===== src/rtl/aurora_link_pkg.sv =====
// Shared types and helpers for the Aurora link bring-up/supervision controller.
package aurora_link_pkg;

  typedef enum logic [2:0] {
    ST_IDLE    = 3'd0,
    ST_GT_RST  = 3'd1,
    ST_SYS_RST = 3'd2,
    ST_WAIT_UP = 3'd3,
    ST_LINKED  = 3'd4,
    ST_FAIL    = 3'd5
  } link_state_e;

  // Bits needed to hold values 0..v-1; never less than 1.
  function automatic int unsigned clog2(input int unsigned v);
    int unsigned w;
    w = 0;
    while ((64'd1 << w) < 64'(v)) w++;
    return (w == 0) ? 1 : w;
  endfunction

  function automatic int unsigned max3(input int unsigned a, input int unsigned b,
                                       input int unsigned c);
    int unsigned m;
    m = (a > b) ? a : b;
    return (m > c) ? m : c;
  endfunction

  // Increment v, holding at the all-ones value of a w-bit counter.
  function automatic logic [31:0] sat_inc(input logic [31:0] v, input int unsigned w);
    logic [31:0] top;
    top = (w >= 32) ? '1 : ((32'd1 << w) - 32'd1);
    return (v >= top) ? v : v + 32'd1;
  endfunction

endpackage


===== src/rtl/aurora_link_ch_fsm.sv =====
// Single-channel Aurora bring-up FSM: reset sequencing, channel_up supervision,
// retry/fail policy and saturating statistics counters.
module aurora_link_ch_fsm
  import aurora_link_pkg::*;
#(
  parameter int unsigned GT_RST_CYC  = 5000,
  parameter int unsigned SYS_RST_CYC = 1000,
  parameter int unsigned UP_TIMEOUT  = 2000000,
  parameter int unsigned DROP_FILT   = 16,
  parameter int unsigned MAX_RETRY   = 3,
  parameter int unsigned CNT_W       = 8
) (
  input  logic             clk_i,
  input  logic             rst_n_i,
  input  logic             en_i,
  input  logic             retrain_i,
  input  logic             channel_up_i,
  input  logic             clr_cnt_i,
  output logic             gt_reset_o,
  output logic             reset_o,
  output logic             link_ok_o,
  output logic             fail_o,
  output logic [CNT_W-1:0] drop_cnt_o,
  output logic [CNT_W-1:0] retry_cnt_o
);

  localparam int unsigned TMR_W = clog2(max3(GT_RST_CYC, SYS_RST_CYC, UP_TIMEOUT) + 1);
  localparam int unsigned LOW_W = clog2(DROP_FILT + 1);
  localparam int unsigned ATT_W = clog2(MAX_RETRY + 1);

  link_state_e      state_q, state_d;
  logic [TMR_W-1:0] timer_q, timer_d, timer_inc;
  logic [LOW_W-1:0] low_q, low_d, low_inc;
  logic [ATT_W-1:0] attempt_q, attempt_d, attempt_inc;
  logic [CNT_W-1:0] drop_q, drop_d, retry_q, retry_d;
  logic [1:0]       sync_q, sync_d;
  logic             gt_reset_q, gt_reset_d, reset_q, reset_d;
  logic             link_ok_q, link_ok_d, fail_q, fail_d;
  logic             up_s;

  assign up_s        = sync_q[1];
  assign timer_inc   = timer_q + 1'b1;
  assign low_inc     = low_q + 1'b1;
  assign attempt_inc = attempt_q + 1'b1;

  always_comb begin
    state_d   = state_q;
    timer_d   = '0;
    low_d     = '0;
    attempt_d = attempt_q;
    drop_d    = drop_q;
    retry_d   = retry_q;
    sync_d    = {sync_q[0], channel_up_i};

    if (!en_i) begin
      state_d   = ST_IDLE;
      attempt_d = '0;
    end else if (retrain_i && (state_q != ST_IDLE)) begin
      state_d   = ST_GT_RST;
      attempt_d = '0;
    end else begin
      unique case (state_q)
        ST_IDLE: begin
          state_d   = ST_GT_RST;
          attempt_d = '0;
        end
        ST_GT_RST: begin
          if (timer_inc == TMR_W'(GT_RST_CYC)) state_d = ST_SYS_RST;
          else timer_d = timer_inc;
        end
        ST_SYS_RST: begin
          if (timer_inc == TMR_W'(SYS_RST_CYC)) state_d = ST_WAIT_UP;
          else timer_d = timer_inc;
        end
        ST_WAIT_UP: begin
          // A link coming up on the last timeout cycle still counts as success.
          if (up_s) begin
            state_d   = ST_LINKED;
            attempt_d = '0;
          end else if (timer_inc == TMR_W'(UP_TIMEOUT)) begin
            retry_d   = CNT_W'(sat_inc(32'(retry_q), CNT_W));
            attempt_d = attempt_inc;
            state_d   = (attempt_inc == ATT_W'(MAX_RETRY)) ? ST_FAIL : ST_GT_RST;
          end else begin
            timer_d = timer_inc;
          end
        end
        ST_LINKED: begin
          if (!up_s) begin
            if (low_inc == LOW_W'(DROP_FILT)) begin
              drop_d    = CNT_W'(sat_inc(32'(drop_q), CNT_W));
              state_d   = ST_GT_RST;
              attempt_d = '0;
            end else begin
              low_d = low_inc;
            end
          end
        end
        ST_FAIL: state_d = ST_FAIL;
        default: state_d = ST_IDLE;
      endcase
    end

    if (clr_cnt_i) begin
      drop_d  = '0;
      retry_d = '0;
    end

    gt_reset_d = (state_d == ST_IDLE) || (state_d == ST_GT_RST) || (state_d == ST_FAIL);
    reset_d    = gt_reset_d || (state_d == ST_SYS_RST);
    link_ok_d  = (state_d == ST_LINKED);
    fail_d     = (state_d == ST_FAIL);
  end

  always_ff @(posedge clk_i) begin
    if (!rst_n_i) begin
      state_q    <= ST_IDLE;
      timer_q    <= '0;
      low_q      <= '0;
      attempt_q  <= '0;
      drop_q     <= '0;
      retry_q    <= '0;
      sync_q     <= '0;
      gt_reset_q <= 1'b1;
      reset_q    <= 1'b1;
      link_ok_q  <= 1'b0;
      fail_q     <= 1'b0;
    end else begin
      state_q    <= state_d;
      timer_q    <= timer_d;
      low_q      <= low_d;
      attempt_q  <= attempt_d;
      drop_q     <= drop_d;
      retry_q    <= retry_d;
      sync_q     <= sync_d;
      gt_reset_q <= gt_reset_d;
      reset_q    <= reset_d;
      link_ok_q  <= link_ok_d;
      fail_q     <= fail_d;
    end
  end

  assign gt_reset_o  = gt_reset_q;
  assign reset_o     = reset_q;
  assign link_ok_o   = link_ok_q;
  assign fail_o      = fail_q;
  assign drop_cnt_o  = drop_q;
  assign retry_cnt_o = retry_q;

endmodule


===== src/rtl/aurora_link_mgr.sv =====
// Multi-channel Aurora link manager: one independent supervisor FSM per channel.
module aurora_link_mgr
  import aurora_link_pkg::*;
#(
  parameter int unsigned N_CH        = 4,
  parameter int unsigned GT_RST_CYC  = 5000,
  parameter int unsigned SYS_RST_CYC = 1000,
  parameter int unsigned UP_TIMEOUT  = 2000000,
  parameter int unsigned DROP_FILT   = 16,
  parameter int unsigned MAX_RETRY   = 3,
  parameter int unsigned CNT_W       = 8
) (
  input  logic                  init_clk_i,
  input  logic                  rst_n_i,
  input  logic [N_CH-1:0]       ch_en_i,
  input  logic [N_CH-1:0]       retrain_i,
  input  logic [N_CH-1:0]       channel_up_i,
  output logic [N_CH-1:0]       gt_reset_o,
  output logic [N_CH-1:0]       reset_o,
  output logic [N_CH-1:0]       link_ok_o,
  output logic [N_CH-1:0]       fail_o,
  output logic [N_CH*CNT_W-1:0] drop_cnt_o,
  output logic [N_CH*CNT_W-1:0] retry_cnt_o,
  input  logic                  clr_cnt_i
);

  for (genvar i = 0; i < N_CH; i++) begin : g_ch
    aurora_link_ch_fsm #(
      .GT_RST_CYC (GT_RST_CYC),
      .SYS_RST_CYC(SYS_RST_CYC),
      .UP_TIMEOUT (UP_TIMEOUT),
      .DROP_FILT  (DROP_FILT),
      .MAX_RETRY  (MAX_RETRY),
      .CNT_W      (CNT_W)
    ) u_ch (
      .clk_i       (init_clk_i),
      .rst_n_i     (rst_n_i),
      .en_i        (ch_en_i[i]),
      .retrain_i   (retrain_i[i]),
      .channel_up_i(channel_up_i[i]),
      .clr_cnt_i   (clr_cnt_i),
      .gt_reset_o  (gt_reset_o[i]),
      .reset_o     (reset_o[i]),
      .link_ok_o   (link_ok_o[i]),
      .fail_o      (fail_o[i]),
      .drop_cnt_o  (drop_cnt_o[i*CNT_W +: CNT_W]),
      .retry_cnt_o (retry_cnt_o[i*CNT_W +: CNT_W])
    );
  end

endmodule


===== config.mk =====
export PLATFORM = sky130hd
export DESIGN_NAME = aurora_link_mgr
export DESIGN_NICKNAME = d
export VERILOG_FILES = /design/src/rtl/aurora_link_pkg.sv /design/src/rtl/aurora_link_ch_fsm.sv /design/src/rtl/aurora_link_mgr.sv
export SDC_FILE = /design/constraint.sdc
export NUM_CORES = 1
export LEC_CHECK = 0
export CORE_MARGIN = 3
export CORE_UTILIZATION = 53
export DETAILED_ROUTE_END_ITERATION = 16
export PLACE_DENSITY_LB_ADDON = 0.2
export RECOVER_POWER = 50
export SETUP_SLACK_MARGIN = 0.5
export SYNTH_ARGS = -nofsm -noshare
export SYNTH_HDL_FRONTEND = slang
export SYNTH_SLANG_ARGS = --single-unit

===== constraint.sdc =====
create_clock -name init_clk_i -period 3 [get_ports init_clk_i]
set_input_delay 0.45 -clock init_clk_i [delete_from_list [all_inputs] [get_ports init_clk_i]]
set_output_delay 0.45 -clock init_clk_i [all_outputs]
set_load 0.005 [all_outputs]

## Word-level counts from Yosys, hierarchy flattened

Index checks and enable logic that the tools add are counted.

- Register bits after elaboration: 212
- Input port bits: 15
- Output and inout bits: 80

- Add/sub/neg operators: 20
- $lt $le $gt $ge: 8
- Eq/ne operators: 68
- Multiplexer cells: 80
- Bitwise gates (word level): 25
- Reduce and logical (&&, ||, !) cells: 53

Operator list:

| kind | number |
|---|---|
| $mux W21 | 16 |
| $pmux W21 S3 | 4 |
| $mux W3 | 36 |
| $add A21 B1 Y21 const B | 4 |
| $eq A21 B10 Y1 const B | 4 |
| $eq A21 B13 Y1 const B | 4 |
| $eq A21 B21 Y1 const B | 4 |
| $pmux W3 S6 | 4 |
| $add A8 B1 Y8 const B | 8 |
| $ge A8 B8 Y1 const B | 8 |
| $eq A3 B3 Y1 const B | 16 |
| $reduce_and A6 Y1 | 8 |
| $eq A3 B2 Y1 const B | 12 |
| $mux W2 | 16 |
| $not A1 Y1 | 25 |
| $eq A3 B1 Y1 const B | 8 |
| $logic_not A3 Y1 | 8 |
| $pmux W2 S3 | 4 |
| $reduce_bool A3 Y1 | 8 |
| $reduce_or A6 Y1 | 4 |
| $add A5 B1 Y5 const B | 4 |
| $eq A5 B5 Y1 const B | 4 |
| $reduce_and A4 Y1 | 4 |
| $logic_or A1 B1 Y1 | 12 |
| 8 further kinds | 29 |

## Longest topological paths before layout

Gate-level depths: netlist (run 1).

- Word-level depth: 12
- Depth in mapped cells: 13
- Depth with buffers taken out: 10

## By module

A second synthesis (run 1) with hierarchy kept.

- Cells, all modules: 1386
- Area total of the unflattened synthesis: 11634.9 um^2

Modules (own cells, without submodules):

| module | times used | cells each | area each (um^2) | seq. area each (um^2) |
|---|---|---|---|---|
| aurora_link_ch_fsm at g_ch[0].u_ch | 1 | 365 | 3046.7 | 1061.0 |
| aurora_link_ch_fsm at g_ch[3].u_ch | 1 | 352 | 2957.8 | 1061.0 |
| aurora_link_ch_fsm at g_ch[2].u_ch | 1 | 335 | 2860.2 | 1061.0 |
| aurora_link_ch_fsm at g_ch[1].u_ch | 1 | 334 | 2770.2 | 1061.0 |

## Worst setup path after synthesis (run 1)

No wires, ideal clock.

- Path kind: register to register
- Start point: register g_ch[0].u_ch.timer_q[0]
- End point: register g_ch[0].u_ch.timer_q[17]
- Arrival: 2966 ps
- Required time: 2857 ps
- Slack: -109 ps
- Stages on the path, launching flop included: 13
- Path buffers: 3
- Clock period less this slack: 3109 ps
- Path through: dfxtp_1 -> ha_1 -> clkbuf_1 -> nand4_1 -> or4_1 -> clkbuf_1 -> mux2i_1 -> nor4_1 -> o2111a_1 -> a21oi_1 -> o21ai_0 -> clkbuf_1 -> a221oi_1

- Cells in the longest elaborated chain, start to end: 5
- Elaborated cells between the ends (all ways): 9

RTL lines:

| what | RTL line | text |
|---|---|---|
| start: declaration | aurora_link_ch_fsm.sv:32 | `logic [TMR_W-1:0] timer_q, timer_d, timer_inc;` |
| start signal: assignment | aurora_link_ch_fsm.sv:130 | `timer_q <= timer_d;` |
| $add A21 B1 Y21 (*) | aurora_link_ch_fsm.sv:42 | `assign timer_inc = timer_q + 1'b1;` |
| $eq A21 B21 Y1 | aurora_link_ch_fsm.sv:80 | `end else if (timer_inc == TMR_W'(UP_TIMEOUT)) begin` |
| $mux W21 | aurora_link_ch_fsm.sv:80 |  |
| $mux W21 | aurora_link_ch_fsm.sv:77 | `if (up_s) begin` |
| $pmux W21 S3 (*) | aurora_link_ch_fsm.sv:62 | `unique case (state_q)` |

Every way passes the cells marked *; elsewhere a longest branch is shown, timed or not.
A chain may end at the register's enable or synchronous reset.

## Worst setup path in the final report (run 1)

- Start point: register g_ch[1].u_ch.timer_q[5]
- End point: register g_ch[1].u_ch.timer_q[7]

- Cells in the longest elaborated chain, start to end: 5
- Elaborated cells between the ends (all ways): 9

RTL lines:

| what | RTL line |
|---|---|
| start: declaration | aurora_link_ch_fsm.sv:32 |
| start signal: assignment | aurora_link_ch_fsm.sv:130 |
| $add A21 B1 Y21 (*) | aurora_link_ch_fsm.sv:42 |
| $eq A21 B21 Y1 | aurora_link_ch_fsm.sv:80 |
| $mux W21 | aurora_link_ch_fsm.sv:80 |
| $mux W21 | aurora_link_ch_fsm.sv:77 |
| $pmux W21 S3 (*) | aurora_link_ch_fsm.sv:62 |

Marked as above.

==> metrics.md, run 1 <==
| Metric | Value |
|---|---|
| Instance count along the most critical hold path | `1` |
| Power density cells | `359 mW/mm²` |
| Register bit count reported by yosys | `212` |
| CTS tree | `built` |
| Number of top-level design ports | `95` |
| Overall via count from detail_route | `11987` |
| Synth warn | `0` |
| End point of the worst hold path | `g_ch[0].u_ch.sync_q[1]` |
| FF-to-FF Start | `g_ch[1].u_ch.timer_q[5]` |
| Final Setup Violations | `0` |
| Total number of placement rows | `53` |
| Final net count | `1668` |
| Total half-perimeter wirelength after legalization and detailed placement | `20.1 mm` |
| Post-synthesis cell count | `1413` |
| Measured slew at the worst slew-check pin | `1.35 ns` |
| Vias per std cell | `6.24` |
| # clock sinks | `212` |
| Flop2flop setup slack | `0.04 ns` |
| Cell repeated most along the worst path | `sky130_fd_sc_hd__buf_4` |
| Clk buf depth | `3` |
| Logic depth of the worst register-to-register path | `12` |
| First-pass GRT wire length | `52.5 mm` |
| Number of buffers added by the clock tree synthesis step | `24` |
| Netlist area before placement | `0.0117 mm²` |
| Share of the core filled with cells | `78.8%` |
| Remaining max-slew budget at the tightest pin | `9.74%` |
| Residual overflow from global routing | `0` |
| ANT nets after route | `0` |
| Top cell family by delay on the critical path | `simple AND/OR/NAND/NOR gates` |
| Unique cell type count in the Yosys netlist | `83` |
| EDFF count, synth | `0` |
| Final hold violations | `0` |
| Buf+Inv Stages, Crit Path | `4` |
| Area of the die | `0.0239 mm²` |
| Largest net degree at the start of global routing | `40` |
| Classification of the worst-slack hold path | `reg2reg` |
| Input/output buffers | `94` |
| Number of antenna violations at the first check in global routing | `0` |
| Final routed wirelength across all metal layers | `37.3 mm` |
| # H-tree levels | `1` |
| Synthesized area per cell | `8.27 µm²` |
| Launch point of the worst hold path | `g_ch[0].u_ch.sync_q[0]` |
| Placeable core area | `0.0214 mm²` |
| Setup repair after global routing missed its margin | `true` |
| Worst Skew | `0.0147 ns` |
| Cell at the slowest stage of the critical path | `sky130_fd_sc_hd__dfxtp_4` |
| Number of iterations in the first detailed-routing pass | `6` |
| Proportion of register bits with asynchronous set or reset after synthesis | `0%` |
| Crit end category | `flop` |
| Fmax | `338 MHz` |
| Number of global-route vias before repair | `10766` |
| Total power after layout | `6.04 mW` |
| Met1 WL | `15.4 mm` |
| Number of maximum-capacitance violations | `0` |
| Leakage power summed over all cells | `6.10 nW` |
| Worst skew pair latency | `0.53 ns` |
| Post-synthesis net count | `1452` |
| Final critical-path share of the clock period | `98.6%` |
| Biggest area contributors in the synthesized netlist | `sky130_fd_sc_hd__dfxtp_1, sky130_fd_sc_hd__xor2_1, sky130_fd_sc_hd__nor2_1, sky130_fd_sc_hd__xnor2_1, sky130_fd_sc_hd__nand2_1` |
| Most frequent cells after synthesis | `sky130_fd_sc_hd__dfxtp_1, sky130_fd_sc_hd__nor2_1, sky130_fd_sc_hd__nand2_1, sky130_fd_sc_hd__xor2_1, sky130_fd_sc_hd__nand3_1` |
| Cells along the critical path | `nand4_4 -> buf_4 -> nor4_2 -> buf_4 -> nand4_1 -> xor2_2 -> nor3_4 -> nand2_2 -> a211oi_4 -> buf_6 -> clkbuf_16 -> nor3_2` |
| Y dimension of the die | `154 µm` |
| Post-synth top area share | `36.3%` |
| CTS Hold Bufs | `0` |
| Sum of met3 wire segment lengths after detailed routing | `2.35 mm` |
| Clk root buf | `sky130_fd_sc_hd__clkbuf_16` |
| Class of the most critical setup path | `reg2reg` |
| Signed area change from the synthesized netlist to the final layout | `44.0%` |
| Final GP Congestion | `0.910` |
| Average wire per cell in the routed design | `19.4 µm` |
| Count of antenna diodes in the layout | `0` |
| Layout cell share with drive strength beyond 1 | `33.3%` |
| Final slew viol count | `0` |
| Met2 wire len | `18.1 mm` |
| Min Tclk post-route | `2.96 ns` |
| GR Util All Layers | `25.4%` |
| Hold Worst Slack | `0.429 ns` |
| Library cell with the largest summed area after synthesis | `sky130_fd_sc_hd__dfxtp_1` |
| Path length in cells of the critical path | `12` |
| Die width | `154 µm` |
| Remaining routing DRC violations | `0` |
| DRT iter0 DRCs | `1038` |
| Clock edge transition at the registers on the reported setup and hold paths | `0.06 ns` |
| Run status | `finished clean` |
| Data required time at the worst endpoint | `3.34 ns` |
| Data arrival at the endpoint of the critical path | `3.30 ns` |
| Initial Util | `54.7%` |
| Top Layer Used | `met4` |
| Cell with the most instances after synthesis | `sky130_fd_sc_hd__dfxtp_1` |
| Primary FF master, synth | `sky130_fd_sc_hd__dfxtp_1` |
| Slowest cell delay on critical path | `0.41 ns` |
| Peak supply drop | `0.422 mV` |
| Endpoint of the most critical register-to-register path | `g_ch[1].u_ch.timer_q[7]` |
| Part of the Yosys area used for sequential elements | `36.3%` |
| Top fanout value on the critical path | `6` |
| CP Launch Type | `flop` |
-- timing repair --
item | in CTS | in global routing
setup buffers | 66 | 48
setup endpoints to repair | 148 | 151
pin swaps | 69 | 103
resized for setup | 152 | 248
gates cloned | 8 | 8
-- stage by stage --
| stage | area, µm² | std cells | worst slack [ns] | TNS (ns) |
|---|---|---|---|---|
| 6_report | 16800 | 1921 | 0.0409 | 0 |
| 5_1_grt | 16800 | 1921 | -0.0113 | -0.0215 |
| 4_1_cts | 15300 | 1865 | 0.262 | 0 |
| 3_5_place_dp | 13400 | 1748 | 0.0233 | 0 |
| 3_3_place_gp | 13400 | 1748 | 0.0600 | 0 |
| 2_1_floorplan | 12200 | 1413 | 0.136 | 0 |
-- cell type report --
cell class	instances	area, µm²
fill	1288	4530
inverter	34	130
timing repair buffer	284	2720
tap	275	344
sequential	212	4370
clock buffer	35	734
clock inverter	8	71.3
multi-input combinational	1073	8460
-- registers in the layout (all words and copies together) (netlist names), 8 cells and up --
name	flops
g_ch.u_ch.attempt_q	8
g_ch.u_ch.drop_cnt_o	32
g_ch.u_ch.low_q	20
g_ch.u_ch.retry_cnt_o	32
g_ch.u_ch.state_q	12
g_ch.u_ch.sync_q	8
g_ch.u_ch.timer_q	84
-- layer usage --
metal | GRT usage (%) | vias to the layer above
li1 | - | 5555
met1 | 33.9 | 5748
met2 | 42.2 | 531
met3 | 4.11 | 153
met4 | 7.99 | 0
met5 | 0 | -
-- power breakdown --
part	internal (mW)	switching, mW	total [mW]
Combinational	0.0910	0.132	0.223
Clock	1.78	1.21	2.99
Sequential	2.80	0.0170	2.82
Total	4.68	1.36	6.04
-- cell usage in the layout, fill, tap and decap left out, drive strengths merged, types with 46 or more instances in the layout --
cell type,n
dfxtp,212
buf,179
nor2,169
nand2,93
dlygate4sd3,81
xor2,81
nand3,69
a21oi,57
nand4,55
xnor2,52
nor3,48
clkbuf,46
-- worst max path at each step --
stage                                  startpoint                  endpoint  slack [ns]
after global routing      g_ch[3].u_ch.timer_q[1]      g_ch[3].u_ch.reset_o       -0.01
after floorplan           g_ch[3].u_ch.timer_q[2]  g_ch[3].u_ch.timer_q[15]        0.14
after global placement    g_ch[3].u_ch.timer_q[6]   g_ch[3].u_ch.timer_q[0]        0.06
final                     g_ch[1].u_ch.timer_q[5]   g_ch[1].u_ch.timer_q[7]        0.04
after CTS                 g_ch[0].u_ch.timer_q[1]      g_ch[0].u_ch.reset_o        0.26
after detailed placement  g_ch[3].u_ch.timer_q[6]      g_ch[3].u_ch.reset_o        0.02
-- logic make-up (layout without fill, tap and decap cells) --
| kind of cell | count (synthesis) | in the layout | synth area share [%] |
|---|---|---|---|
| flops | 212 | 212 | 36.3 |
| xor+xnor | 133 | 133 | 9.97 |
| buf+inv | 131 | 361 | 5.07 |
| simple gates | 646 | 649 | 29.6 |
| mux | 14 | 14 | 1.21 |
| fa+ha+maj | 24 | 24 | 2.57 |
| compound gates | 253 | 253 | 15.2 |
No activity file was read; power rests on OpenSTA's default activity.
==> run 2: changes to the inputs <==
--- a/config.mk
+++ b/config.mk
@@ -5,8 +5,9 @@
 export SDC_FILE = /design/constraint.sdc
 export NUM_CORES = 1
 export LEC_CHECK = 0
+export ABC_AREA = 1
 export CORE_MARGIN = 3
-export CORE_UTILIZATION = 53
+export CORE_UTILIZATION = 59
 export DETAILED_ROUTE_END_ITERATION = 16
 export PLACE_DENSITY_LB_ADDON = 0.2
 export RECOVER_POWER = 50
==> constraint.sdc (replaced) <==
create_clock -name init_clk_i -period 3.3 [get_ports init_clk_i]
set_input_delay 0.495 -clock init_clk_i [delete_from_list [all_inputs] [get_ports init_clk_i]]
set_output_delay 0.495 -clock init_clk_i [all_outputs]
set_load 0.005 [all_outputs]
==> run 2 against run 1 <==
Effect of this change:
- global-route usage grew 0.74 points
- die area fell by 6.5%
- first-iteration DRC count decreased by 28%
- sequential power fell by 8.5%
- combinational power is 34% lower
- utilization decreased by 8.3 points
- total power is 13% lower
==> metrics.md, run 2 <==
| Metric | Value |
|---|---|
| Run status | `finished clean` |
| CP Launch Type | `flop` |
| Crit end category | `flop` |
| Post-Layout Inst Area | `0.0140 mm²` |
| Worst skew pair latency | `0.51 ns` |
| Clk buf depth | `3` |
| Commonest non-fill, non-tap cell in the layout | `sky130_fd_sc_hd__nand2_1` |
| Proportion of register bits with asynchronous set or reset after synthesis | `0%` |
| Initial Util | `61.1%` |
| Final slew viol count | `0` |
| Number of maximum-capacitance violations | `0` |
| Synthesized area per cell | `6.38 µm²` |
| Fmax | `372 MHz` |
| Final TNS setup | `0 ns` |
| First-pass GRT wire length | `49.6 mm` |
| Fillcell total | `1725` |
| EDFF count, synth | `0` |
| # clock sinks | `212` |
| Net switching power figure | `1.12 mW` |
| Post-synth top area share | `35.0%` |
| Biggest area contributors in the synthesized netlist | `sky130_fd_sc_hd__dfxtp_1, sky130_fd_sc_hd__nand2_1, sky130_fd_sc_hd__inv_1, sky130_fd_sc_hd__nor2_1, sky130_fd_sc_hd__nand3_1` |
| Signed area change from the synthesized netlist to the final layout | `15.5%` |
| Cell with the most instances after synthesis | `sky130_fd_sc_hd__nand2_1` |
| Top library cells by usage in the layout, fill and taps aside | `sky130_fd_sc_hd__nand2_1, sky130_fd_sc_hd__inv_1, sky130_fd_sc_hd__nor2_1` |
| Power density cells | `375 mW/mm²` |
| Register ranked first by flip-flop count | `g_ch.u_ch.timer_q` |
| Register share of total power | `49.2%` |
| Final critical-path share of the clock period | `81.5%` |
| Data required time at the worst endpoint | `3.69 ns` |
| Residual overflow from global routing | `0` |
| Data arrival at the endpoint of the critical path | `3.08 ns` |
| Y dimension of the die | `149 µm` |
| Placement Cell Area | `0.0132 mm²` |
| Classification of the worst-slack hold path | `reg2reg` |
| Die width | `149 µm` |
| Input/output buffers | `94` |
| Clk root buf | `sky130_fd_sc_hd__clkbuf_16` |
| Switching part of the total | `21.3%` |
| Leakage power summed over all cells | `6.20 nW` |
| Average wire per cell in the routed design | `12.8 µm` |
| Final routed wirelength across all metal layers | `29.2 mm` |
| Total half-perimeter wirelength after legalization and detailed placement | `22.5 mm` |
| Final hold violations | `0` |
| Top fanout value on the critical path | `15` |
| Post-synthesis cell count | `1899` |
| Number of iterations in the first detailed-routing pass | `5` |
| Vias per std cell | `5.20` |
| Largest net degree at the start of global routing | `34` |
| Share of the core filled with cells | `70.5%` |
| Max FFs per register | `84` |
| DRT iter0 DRCs | `752` |
| Final net count | `2034` |
| Measured slew at the worst slew-check pin | `0.911 ns` |
| Most frequent cells after synthesis | `sky130_fd_sc_hd__nand2_1, sky130_fd_sc_hd__inv_1, sky130_fd_sc_hd__nor2_1, sky130_fd_sc_hd__dfxtp_1, sky130_fd_sc_hd__nand3_1` |
| Synth warn | `0` |
| CTS tree | `built` |
| Internal power | `4.13 mW` |
| Remaining routing DRC violations | `0` |
| Class of the most critical setup path | `reg2reg` |
| Number of global-route vias before repair | `11065` |
| Part of the power in the clock network | `48.0%` |
| Total number of placement rows | `51` |
| Post-synthesis net count | `1938` |
| Unique cell type count in the Yosys netlist | `42` |
| Area of the die | `0.0223 mm²` |
| Number of buffers added by the clock tree synthesis step | `23` |
| Worst Skew | `0.0107 ns` |
| Final GP Congestion | `0.994` |
| Library cell with the largest summed area after synthesis | `sky130_fd_sc_hd__dfxtp_1` |
| Netlist area before placement | `0.0121 mm²` |
| Overall via count from detail_route | `11830` |
| GR Util All Layers | `26.1%` |
| Total power after layout | `5.24 mW` |
| Setup repair after global routing missed its margin | `false` |
| Remaining max-slew budget at the tightest pin | `39.2%` |
| Peak supply drop | `0.355 mV` |
| Register bit count reported by yosys | `212` |
| Min Tclk post-route | `2.69 ns` |
| # H-tree levels | `1` |
| Layout cell share with drive strength beyond 1 | `6.37%` |
| Combinational share of power | `2.8%` |
| Placeable core area | `0.0198 mm²` |
| Clock edge transition at the registers on the reported setup and hold paths | `0.06 ns` |
| Part of the Yosys area used for sequential elements | `35.0%` |
| Primary FF master, synth | `sky130_fd_sc_hd__dfxtp_1` |
| Count of antenna diodes in the layout | `0` |
| ANT nets after route | `0` |
| Number of antenna violations at the first check in global routing | `0` |
| Final Setup Violations | `0` |
| Number of top-level design ports | `95` |
## run 2: cell count changes in the layout (fill, tap and decap cells not counted), sizes merged, moves of 30 or more
cell and delta:
nor2 +188, xor2 -57, buf -175, nand2 +392, and3 -31, nand3 +94
and2 -30, inv +300, xnor2 -36
## run 2: logic make-up (layout without fill, tap and decap cells)
logic type	Yosys count	after routing	synth area share, %
fa+ha+maj	24	24	2.48
buf+inv	364	475	12.0
simple gates	1118	1118	41.2
xor+xnor	40	40	2.89
flops	212	212	35.0
compound gates	141	141	6.42
## run 2: final cells by class
| cell class | instances | area (µm²) | share of cell area [%] |
|---|---|---|---|
| inverters | 336 | 1260 | 9.02 |
| clock buffers | 33 | 643 | 4.60 |
| flip-flops and latches | 212 | 4250 | 30.3 |
| multi-input cells | 1323 | 6450 | 46.1 |
| repair buffers | 99 | 975 | 6.96 |
| well taps | 265 | 332 | 2.37 |
| clock inverters | 7 | 87.6 | 0.626 |
## run 2: power by group through the flow
stage	sequential, mW	clock (mW)	combinational [mW]
2_1_floorplan	2.63	0	0.0971
3_3_place_gp	2.63	0	0.145
3_5_place_dp	2.63	0	0.148
4_1_cts	2.58	2.56	0.148
5_1_grt	2.58	2.68	0.168
6_report	2.58	2.52	0.148
## run 2: worst max-delay path: stages (launching register included)
cell and delay, ns:
sky130_fd_sc_hd__dfxtp_1 0.39, sky130_fd_sc_hd__ha_4 0.17, sky130_fd_sc_hd__nand2_1 0.10, sky130_fd_sc_hd__nor2_1 0.19, sky130_fd_sc_hd__nand2_1 0.10, sky130_fd_sc_hd__nor2_1 0.33, sky130_fd_sc_hd__nand3_1 0.13, sky130_fd_sc_hd__nand2_1 0.16
sky130_fd_sc_hd__nand3_1 0.11, sky130_fd_sc_hd__inv_1 0.08, sky130_fd_sc_hd__nand3_2 0.12, sky130_fd_sc_hd__nand2_1 0.22, sky130_fd_sc_hd__nand3_4 0.15, sky130_fd_sc_hd__nand2_4 0.24, sky130_fd_sc_hd__nor3b_1 0.08
## run 2: metrics by stage
step	setup WS, ns	cells	hold slack (ns)
after floorplan	1.09	1899	0.390
after global placement	0.750	2233	0.394
after detailed placement	0.674	2233	0.402
after CTS	0.695	2273	0.413
after global routing	0.282	2275	0.442
final	0.611	2275	0.410
## run 2: per-layer routing
| metal | track usage [%] | vias to the layer above | routed length, µm |
|---|---|---|---|
| li1 | - | 6136 | - |
| met2 | 45.2 | 313 | 13800 |
| met5 | 0 | - | 0 |
| met3 | 4.31 | 62 | 1630 |
| met4 | 6.73 | 0 | 673 |
| met1 | 34.0 | 5319 | 13100 |
## run 2: path summary, 6_finish.rpt
check	from	to	slack, ns	cells past startpoint
max	g_ch[2].u_ch.timer_q[1]	g_ch[2].u_ch.timer_q[2]	0.61	14
min	g_ch[0].u_ch.sync_q[0]	g_ch[0].u_ch.sync_q[1]	0.41	2
max reg2reg	g_ch[2].u_ch.timer_q[1]	g_ch[2].u_ch.timer_q[2]	0.61	14
min reg2reg	g_ch[0].u_ch.sync_q[0]	g_ch[0].u_ch.sync_q[1]	0.41	2
## run 2: timing repair
action                     4_1_cts  5_1_grt
setup endpoints to repair        0       23
hold buffers                     0        0
hold endpoints to repair         0        0
resized for setup                0       12
setup buffers                    0        2
